--- config.mk ---
export PLATFORM = sky130hd
export DESIGN_NAME = otter_io_responder
export DESIGN_NICKNAME = d
export VERILOG_FILES = /design/src/rtl/otter_io_pkg.sv /design/src/rtl/otter_io_timer.sv /design/src/rtl/otter_io_responder.sv
export SDC_FILE = /design/constraint.sdc
export NUM_CORES = 1
export LEC_CHECK = 0
export CORE_ASPECT_RATIO = 0.7
export CORE_MARGIN = 2
export CORE_UTILIZATION = 30
export CTS_CLUSTER_DIAMETER = 120
export DETAILED_ROUTE_END_ITERATION = 8
export SYNTH_ARGS = -nofsm -noshare
export SYNTH_HDL_FRONTEND = slang
export SYNTH_SLANG_ARGS = --single-unit
--- constraint.sdc ---
create_clock -name CLK -period 4.7 [get_ports CLK]
set_input_delay 0.47 -clock CLK [delete_from_list [all_inputs] [get_ports CLK]]
set_output_delay 0.47 -clock CLK [all_outputs]
set_load 0.01 [all_outputs]
--- src/rtl/otter_io_pkg.sv ---
`default_nettype none
// ============================================================================
//  Module      : otter_io_pkg
//  Description : Shared definitions for the OTTER IOBUS responder. Holds the
//                default bank base address, register offsets, TMR_CTRL bit
//                indices, the register-select enum and the address decoder.
//  Ports       : none (package)
//  Revision    : 1.0 - initial release
// ============================================================================
package otter_io_pkg;

    localparam logic [31:0] IO_BASE_DEFAULT = 32'h1100_0000;

    // Register offsets from the bank base
    localparam logic [31:0] OFF_SW       = 32'h0000_0000;
    localparam logic [31:0] OFF_LEDS     = 32'h0000_0020;
    localparam logic [31:0] OFF_SSEG     = 32'h0000_0040;
    localparam logic [31:0] OFF_TMR_CTRL = 32'h0000_0060;
    localparam logic [31:0] OFF_TMR_CMP  = 32'h0000_0064;
    localparam logic [31:0] OFF_TMR_CNT  = 32'h0000_0068;
    localparam logic [31:0] OFF_IRQ_STAT = 32'h0000_006C;

    // TMR_CTRL bit positions
    localparam int CTRL_EN          = 0;
    localparam int CTRL_AUTO_RELOAD = 1;
    localparam int CTRL_IEN         = 2;
    localparam int CTRL_WIDTH       = 3;

    typedef enum logic [2:0] {
        SEL_NONE = 3'd0,
        SEL_SW   = 3'd1,
        SEL_LEDS = 3'd2,
        SEL_SSEG = 3'd3,
        SEL_CTRL = 3'd4,
        SEL_CMP  = 3'd5,
        SEL_CNT  = 3'd6,
        SEL_STAT = 3'd7
    } io_sel_e;

    // Full 32-bit decode: an address below the base wraps to a huge offset
    // and therefore falls into SEL_NONE.
    function automatic io_sel_e io_decode(input logic [31:0] addr,
                                          input logic [31:0] base);
        logic [31:0] off;
        off       = addr - base;
        io_decode = SEL_NONE;
        case (off)
            OFF_SW:       io_decode = SEL_SW;
            OFF_LEDS:     io_decode = SEL_LEDS;
            OFF_SSEG:     io_decode = SEL_SSEG;
            OFF_TMR_CTRL: io_decode = SEL_CTRL;
            OFF_TMR_CMP:  io_decode = SEL_CMP;
            OFF_TMR_CNT:  io_decode = SEL_CNT;
            OFF_IRQ_STAT: io_decode = SEL_STAT;
            default:      io_decode = SEL_NONE;
        endcase
    endfunction

endpackage
`default_nettype wire

--- src/rtl/otter_io_timer.sv ---
`default_nettype none
// ============================================================================
//  Module      : otter_io_timer
//  Description : 32-bit compare timer with one-shot / auto-reload modes, a
//                sticky pending flag (write-1-to-clear) and a registered
//                interrupt output.
//  Ports       : clk_i, rst_i      - clock, synchronous active-high reset
//                ctrl_we_i         - write strobe for TMR_CTRL
//                cmp_we_i          - write strobe for TMR_CMP (also clears CNT)
//                stat_we_i         - write strobe for IRQ_STAT (W1C on bit 0)
//                wdata_i           - CPU write data
//                ctrl_o/cmp_o/cnt_o- register contents for readback
//                pend_o            - pending flag
//                intr_o            - PEND & IEN, straight from a flop
//  Revision    : 1.0 - initial release
// ============================================================================
module otter_io_timer
    import otter_io_pkg::*;
(
    input  logic                  clk_i,
    input  logic                  rst_i,
    input  logic                  ctrl_we_i,
    input  logic                  cmp_we_i,
    input  logic                  stat_we_i,
    input  logic [31:0]           wdata_i,
    output logic [CTRL_WIDTH-1:0] ctrl_o,
    output logic [31:0]           cmp_o,
    output logic [31:0]           cnt_o,
    output logic                  pend_o,
    output logic                  intr_o
);

    logic [CTRL_WIDTH-1:0] ctrl_q, ctrl_d;
    logic [31:0]           cmp_q, cmp_d;
    logic [31:0]           cnt_q, cnt_d;
    logic                  pend_q, pend_d;
    logic                  intr_q;
    logic                  match_w;

    // A CMP write restarts the count and suppresses any match this cycle.
    assign match_w = ctrl_q[CTRL_EN] && (cnt_q == cmp_q) && !cmp_we_i;

    always_comb begin
        ctrl_d = ctrl_q;
        cmp_d  = cmp_q;
        cnt_d  = cnt_q;
        pend_d = pend_q;

        if (cmp_we_i) begin
            cmp_d = wdata_i;
            cnt_d = '0;
        end else if (match_w) begin
            if (ctrl_q[CTRL_AUTO_RELOAD]) begin
                cnt_d = '0;
            end else begin
                ctrl_d[CTRL_EN] = 1'b0;     // one-shot: CNT holds at CMP
            end
        end else if (ctrl_q[CTRL_EN]) begin
            cnt_d = cnt_q + 32'd1;
        end

        // Explicit CTRL write wins over the one-shot EN clear.
        if (ctrl_we_i) begin
            ctrl_d = wdata_i[CTRL_WIDTH-1:0];
        end

        // Set beats clear when a match and a W1C land together.
        if (match_w) begin
            pend_d = 1'b1;
        end else if (stat_we_i && wdata_i[0]) begin
            pend_d = 1'b0;
        end
    end

    always_ff @(posedge clk_i) begin
        if (rst_i) begin
            ctrl_q <= '0;
            cmp_q  <= '0;
            cnt_q  <= '0;
            pend_q <= 1'b0;
            intr_q <= 1'b0;
        end else begin
            ctrl_q <= ctrl_d;
            cmp_q  <= cmp_d;
            cnt_q  <= cnt_d;
            pend_q <= pend_d;
            // Registered from next-state values so INTR tracks PEND & IEN
            // exactly, but leaves the block on a single flop.
            intr_q <= pend_d & ctrl_d[CTRL_IEN];
        end
    end

    assign ctrl_o = ctrl_q;
    assign cmp_o  = cmp_q;
    assign cnt_o  = cnt_q;
    assign pend_o = pend_q;
    assign intr_o = intr_q;

endmodule
`default_nettype wire

--- src/rtl/otter_io_responder.sv ---
`default_nettype none
// ============================================================================
//  Module      : otter_io_responder
//  Description : IOBUS register bank for the OTTER CPU: switch input with a
//                two-flop synchronizer, LED and seven-segment registers, and
//                a compare timer that drives the CPU interrupt.
//  Ports       : CLK, RESET   - clock, synchronous active-high reset
//                IOBUS_ADDR   - CPU byte address
//                IOBUS_OUT    - CPU write data
//                IOBUS_WR     - CPU write strobe
//                IOBUS_IN     - combinational read data to the CPU
//                SWITCHES     - asynchronous board switches
//                LEDS, SSEG   - output register contents
//                INTR         - level interrupt to the CPU
//  Revision    : 1.0 - initial release
// ============================================================================
module otter_io_responder
    import otter_io_pkg::*;
#(
    parameter logic [31:0] IO_BASE   = IO_BASE_DEFAULT,
    parameter int          SW_WIDTH  = 16,
    parameter int          LED_WIDTH = 16
) (
    input  logic                 CLK,
    input  logic                 RESET,
    input  logic [31:0]          IOBUS_ADDR,
    input  logic [31:0]          IOBUS_OUT,
    input  logic                 IOBUS_WR,
    output logic [31:0]          IOBUS_IN,
    input  logic [SW_WIDTH-1:0]  SWITCHES,
    output logic [LED_WIDTH-1:0] LEDS,
    output logic [LED_WIDTH-1:0] SSEG,
    output logic                 INTR
);

    io_sel_e               sel_w;
    logic [31:0]           rdata_w;
    logic [LED_WIDTH-1:0]  leds_q;
    logic [LED_WIDTH-1:0]  sseg_q;
    logic [SW_WIDTH-1:0]   sw_meta_q;
    logic [SW_WIDTH-1:0]   sw_sync_q;
    logic [CTRL_WIDTH-1:0] tmr_ctrl_w;
    logic [31:0]           tmr_cmp_w;
    logic [31:0]           tmr_cnt_w;
    logic                  tmr_pend_w;
    logic                  tmr_intr_w;

    assign sel_w = io_decode(IOBUS_ADDR, IO_BASE);

    // ---------------------------------------------------------------------
    // Output registers and switch synchronizer
    // ---------------------------------------------------------------------
    always_ff @(posedge CLK) begin
        if (RESET) begin
            leds_q    <= '0;
            sseg_q    <= '0;
            sw_meta_q <= '0;
            sw_sync_q <= '0;
        end else begin
            if (IOBUS_WR && sel_w == SEL_LEDS) begin
                leds_q <= IOBUS_OUT[LED_WIDTH-1:0];
            end
            if (IOBUS_WR && sel_w == SEL_SSEG) begin
                sseg_q <= IOBUS_OUT[LED_WIDTH-1:0];
            end
            sw_meta_q <= SWITCHES;
            sw_sync_q <= sw_meta_q;
        end
    end

    // ---------------------------------------------------------------------
    // Timer
    // ---------------------------------------------------------------------
    otter_io_timer u_timer (
        .clk_i     (CLK),
        .rst_i     (RESET),
        .ctrl_we_i (IOBUS_WR && sel_w == SEL_CTRL),
        .cmp_we_i  (IOBUS_WR && sel_w == SEL_CMP),
        .stat_we_i (IOBUS_WR && sel_w == SEL_STAT),
        .wdata_i   (IOBUS_OUT),
        .ctrl_o    (tmr_ctrl_w),
        .cmp_o     (tmr_cmp_w),
        .cnt_o     (tmr_cnt_w),
        .pend_o    (tmr_pend_w),
        .intr_o    (tmr_intr_w)
    );

    // ---------------------------------------------------------------------
    // Read mux: zero-extended fields, unmapped reads return zero
    // ---------------------------------------------------------------------
    always_comb begin
        rdata_w = '0;
        case (sel_w)
            SEL_SW:   rdata_w[SW_WIDTH-1:0]   = sw_sync_q;
            SEL_LEDS: rdata_w[LED_WIDTH-1:0]  = leds_q;
            SEL_SSEG: rdata_w[LED_WIDTH-1:0]  = sseg_q;
            SEL_CTRL: rdata_w[CTRL_WIDTH-1:0] = tmr_ctrl_w;
            SEL_CMP:  rdata_w                 = tmr_cmp_w;
            SEL_CNT:  rdata_w                 = tmr_cnt_w;
            SEL_STAT: rdata_w[0]              = tmr_pend_w;
            default:  rdata_w                 = '0;
        endcase
    end

    assign IOBUS_IN = rdata_w;
    assign LEDS     = leds_q;
    assign SSEG     = sseg_q;
    assign INTR     = tmr_intr_w;

endmodule
`default_nettype wire

==> impl_metrics.toml <==
[clock_tree]
cts-resized-gates = 0
cts_tree = "built"
clock_latency_ns = 0.42
cts.path.max_buffers = 2
cts_root_buffer = "clkbuf_16"
htreeDepth = 4
postCtsSetupRepairBufs = 0
postCtsHoldBufs = 0
clkTransAtPathRegs_ns = 0.06
cts_num_sinks = 133
cts_buffers = 17

[drt]
wl_mm = 19.9
wire_per_inst_um = 17.1
drc_errors = 0
avgViaCountPerCell = 5.12
first_pass_iters = 7
drt_iter0_drc = 454
antenna_left = 0
num_vias = 5948

[cells_and_area]
stdcell_count = 1161
drive_gt1_share_pct = 7.86
diodes = 0
final_util_pct = 42.3
final_nets = 962
area_delta_synth_final_pct = 37.6

[setup_path]
critPathKind = "in -> out"
path_cells = "clkdlybuf4s50_1, or4_4, or2_0, or4_1, nor3b_4, buf_4, a222oi_1, nand3_1, clkdlybuf4s50_1"
cp_max_fo = 18
critPathArrivalTime_ns = 3.71
crit_required_ns = 4.23
cp-end-kind = "output port"
crit_slowest_cell = "or4_1"
crit_family = "simple AND/OR/NAND/NOR gates"
rrSetupSlack_ns = 1.49
critPathBufInv = 3
crit_path_max_incr_delay_ns = 0.62
crit_top_cell = "clkdlybuf4s50_1"
start_kind = "input port"

[timing]
final_max_slew_viol_count = 0
period_share_pct = 89.0
whs_ns = 0.433
fin_setup_tns_ns = 0
skew_ns = 0.0113
finalSetupViolations = 0
rsz0062_at_grt = "no"
period_needed_ns = 4.18
worstMarginPinSlew_ns = 1.20
relSlewSlack_pct = 20.3
fmax_ghz = 0.239
finalHoldViolations = 0

[grt]
antenna_found_initial = 0
grt.overflow.total = 0
grtUsageTotal_pct = 18.4
grt_pass1_vias = 5575
grt_max_degree = 73
grt_pass1_wl_mm = 30.9

[min_path]
hold_class = "reg -> reg"

[logic_synthesis]
synth_cell_types = 59
synth-seq-cells = 133
async_flop_share_pct = 0
synth_top_area_share_pct = 43.5
synth_common_cells = "nand2_1, dfxtp_1, a21oi_1, clkbuf_1, nor2b_1"
yosys_warnings = 0
synth_edf_count = 0
yosysTopAreaCell = "dfxtp_1"
yosysMostFrequentCell = "nand2_1"
syn_area_mm2 = 0.00613
synth_fp_nets = 837
ys_seq_area_share_pct = 43.5
syn_avg_cell_area_um2 = 8.14
synth-main-ff-cell = "dfxtp_1"
synthTopCellsByArea = "dfxtp_1, nand2_1, a21oi_1, xor2_1, nor2b_1"
syn_inst = 753

[flow_run]
maxCapViolCount = 0

[die]
row_count = 43
die_x_um = 175
core_area_mm2 = 0.0199
die_y_um = 124
start_util_pct = 30.8
io_pins = 148
die_area_mm2 = 0.0216

[placed_design]
dpl.hpwl_mm = 14.5
finalWeightedCongestion = 0.859
place_inst = 1129
io_buffer_count = 147

[pwr]
power.total_mw = 2.56
ir_drop_v = 0.000152
p_leak_nw = 2.94
powerDensity_mw_per_mm2 = 304

[outcome]
status = "finished clean"
[per-stage QoR]
step / area (um2) / worst slack [ns]
after global routing: 8430 / 0.416
after detailed placement: 7860 / 0.570
after CTS: 8430 / 0.551
final: 8430 / 0.516
after global placement: 7860 / 0.586
after floorplan: 6130 / 1.50
[routing by layer]
metal	vias up	wire (um)	global-route usage, %
met3	14	1160	3.33
li1	2931	-	-
met2	190	8410	27.7
met1	2813	10100	26.8
met5	-	0	0
met4	0	216	5.16
[cell families after synthesis]
family                   count (synthesis)  synth area share (%)
AND/OR/NAND/NOR                        344                  27.5
AO/OA/AOI/OAI                          172                  19.2
flip-flops                             133                  43.5
buffers and inverters                   66                  4.29
XOR/XNOR                                32                  4.57
multiplexers                             5                 0.817
adder cells (fa/ha/maj)                  1                 0.204
[cell type report]
class,count,area (um2)
clock inverter,15,144
sequential,133,2660
inverter,12,45.0
multi-input combinational,554,3250
tap,270,338
timing repair buffer,160,1570
clock buffer,17,425
fill,2020,11500
[power breakdown]
| group | internal [mW] | switching [mW] | total [mW] |
|---|---|---|---|
| combinational | 0.0761 | 0.0536 | 0.130 |
| clock | 0.740 | 0.546 | 1.29 |
| sequential | 1.14 | 0.00616 | 1.15 |
[registers in the layout, indices dropped and copies added, names as in the netlist]
name and flops:
sw_meta_q 16, u_timer.intr_o 1, SSEG 16, u_timer.pend_o 1, u_timer.cmp_o 32, LEDS 16, sw_sync_q 16, u_timer.ctrl_o 3
u_timer.cnt_o 32
[cell usage in the layout (no fill, tap or decap), types with 15 or more instances in the layout]
master / n
a21oi_1: 67
a222oi_1: 15
a22o_1: 17
a22oi_1: 17
clkbuf_16: 17
clkdlybuf4s50_1: 146
dfxtp_1: 133
nand2_1: 176
nand3_1: 27
nor2_1: 15
nor2b_1: 33
nor3_1: 15
nor4_1: 21
xor2_1: 27
[path summary, 6_finish.rpt]
kind,end,from,depth (start not counted)
hold reg to reg,sw_sync_q[9],sw_meta_q[9],1
setup reg to reg,u_timer.cnt_o[9],u_timer.cnt_o[3],7
setup / recovery,IOBUS_IN[1],IOBUS_ADDR[1],9
hold / removal,sw_sync_q[9],sw_meta_q[9],1
(Power assumes the default switching activity.)
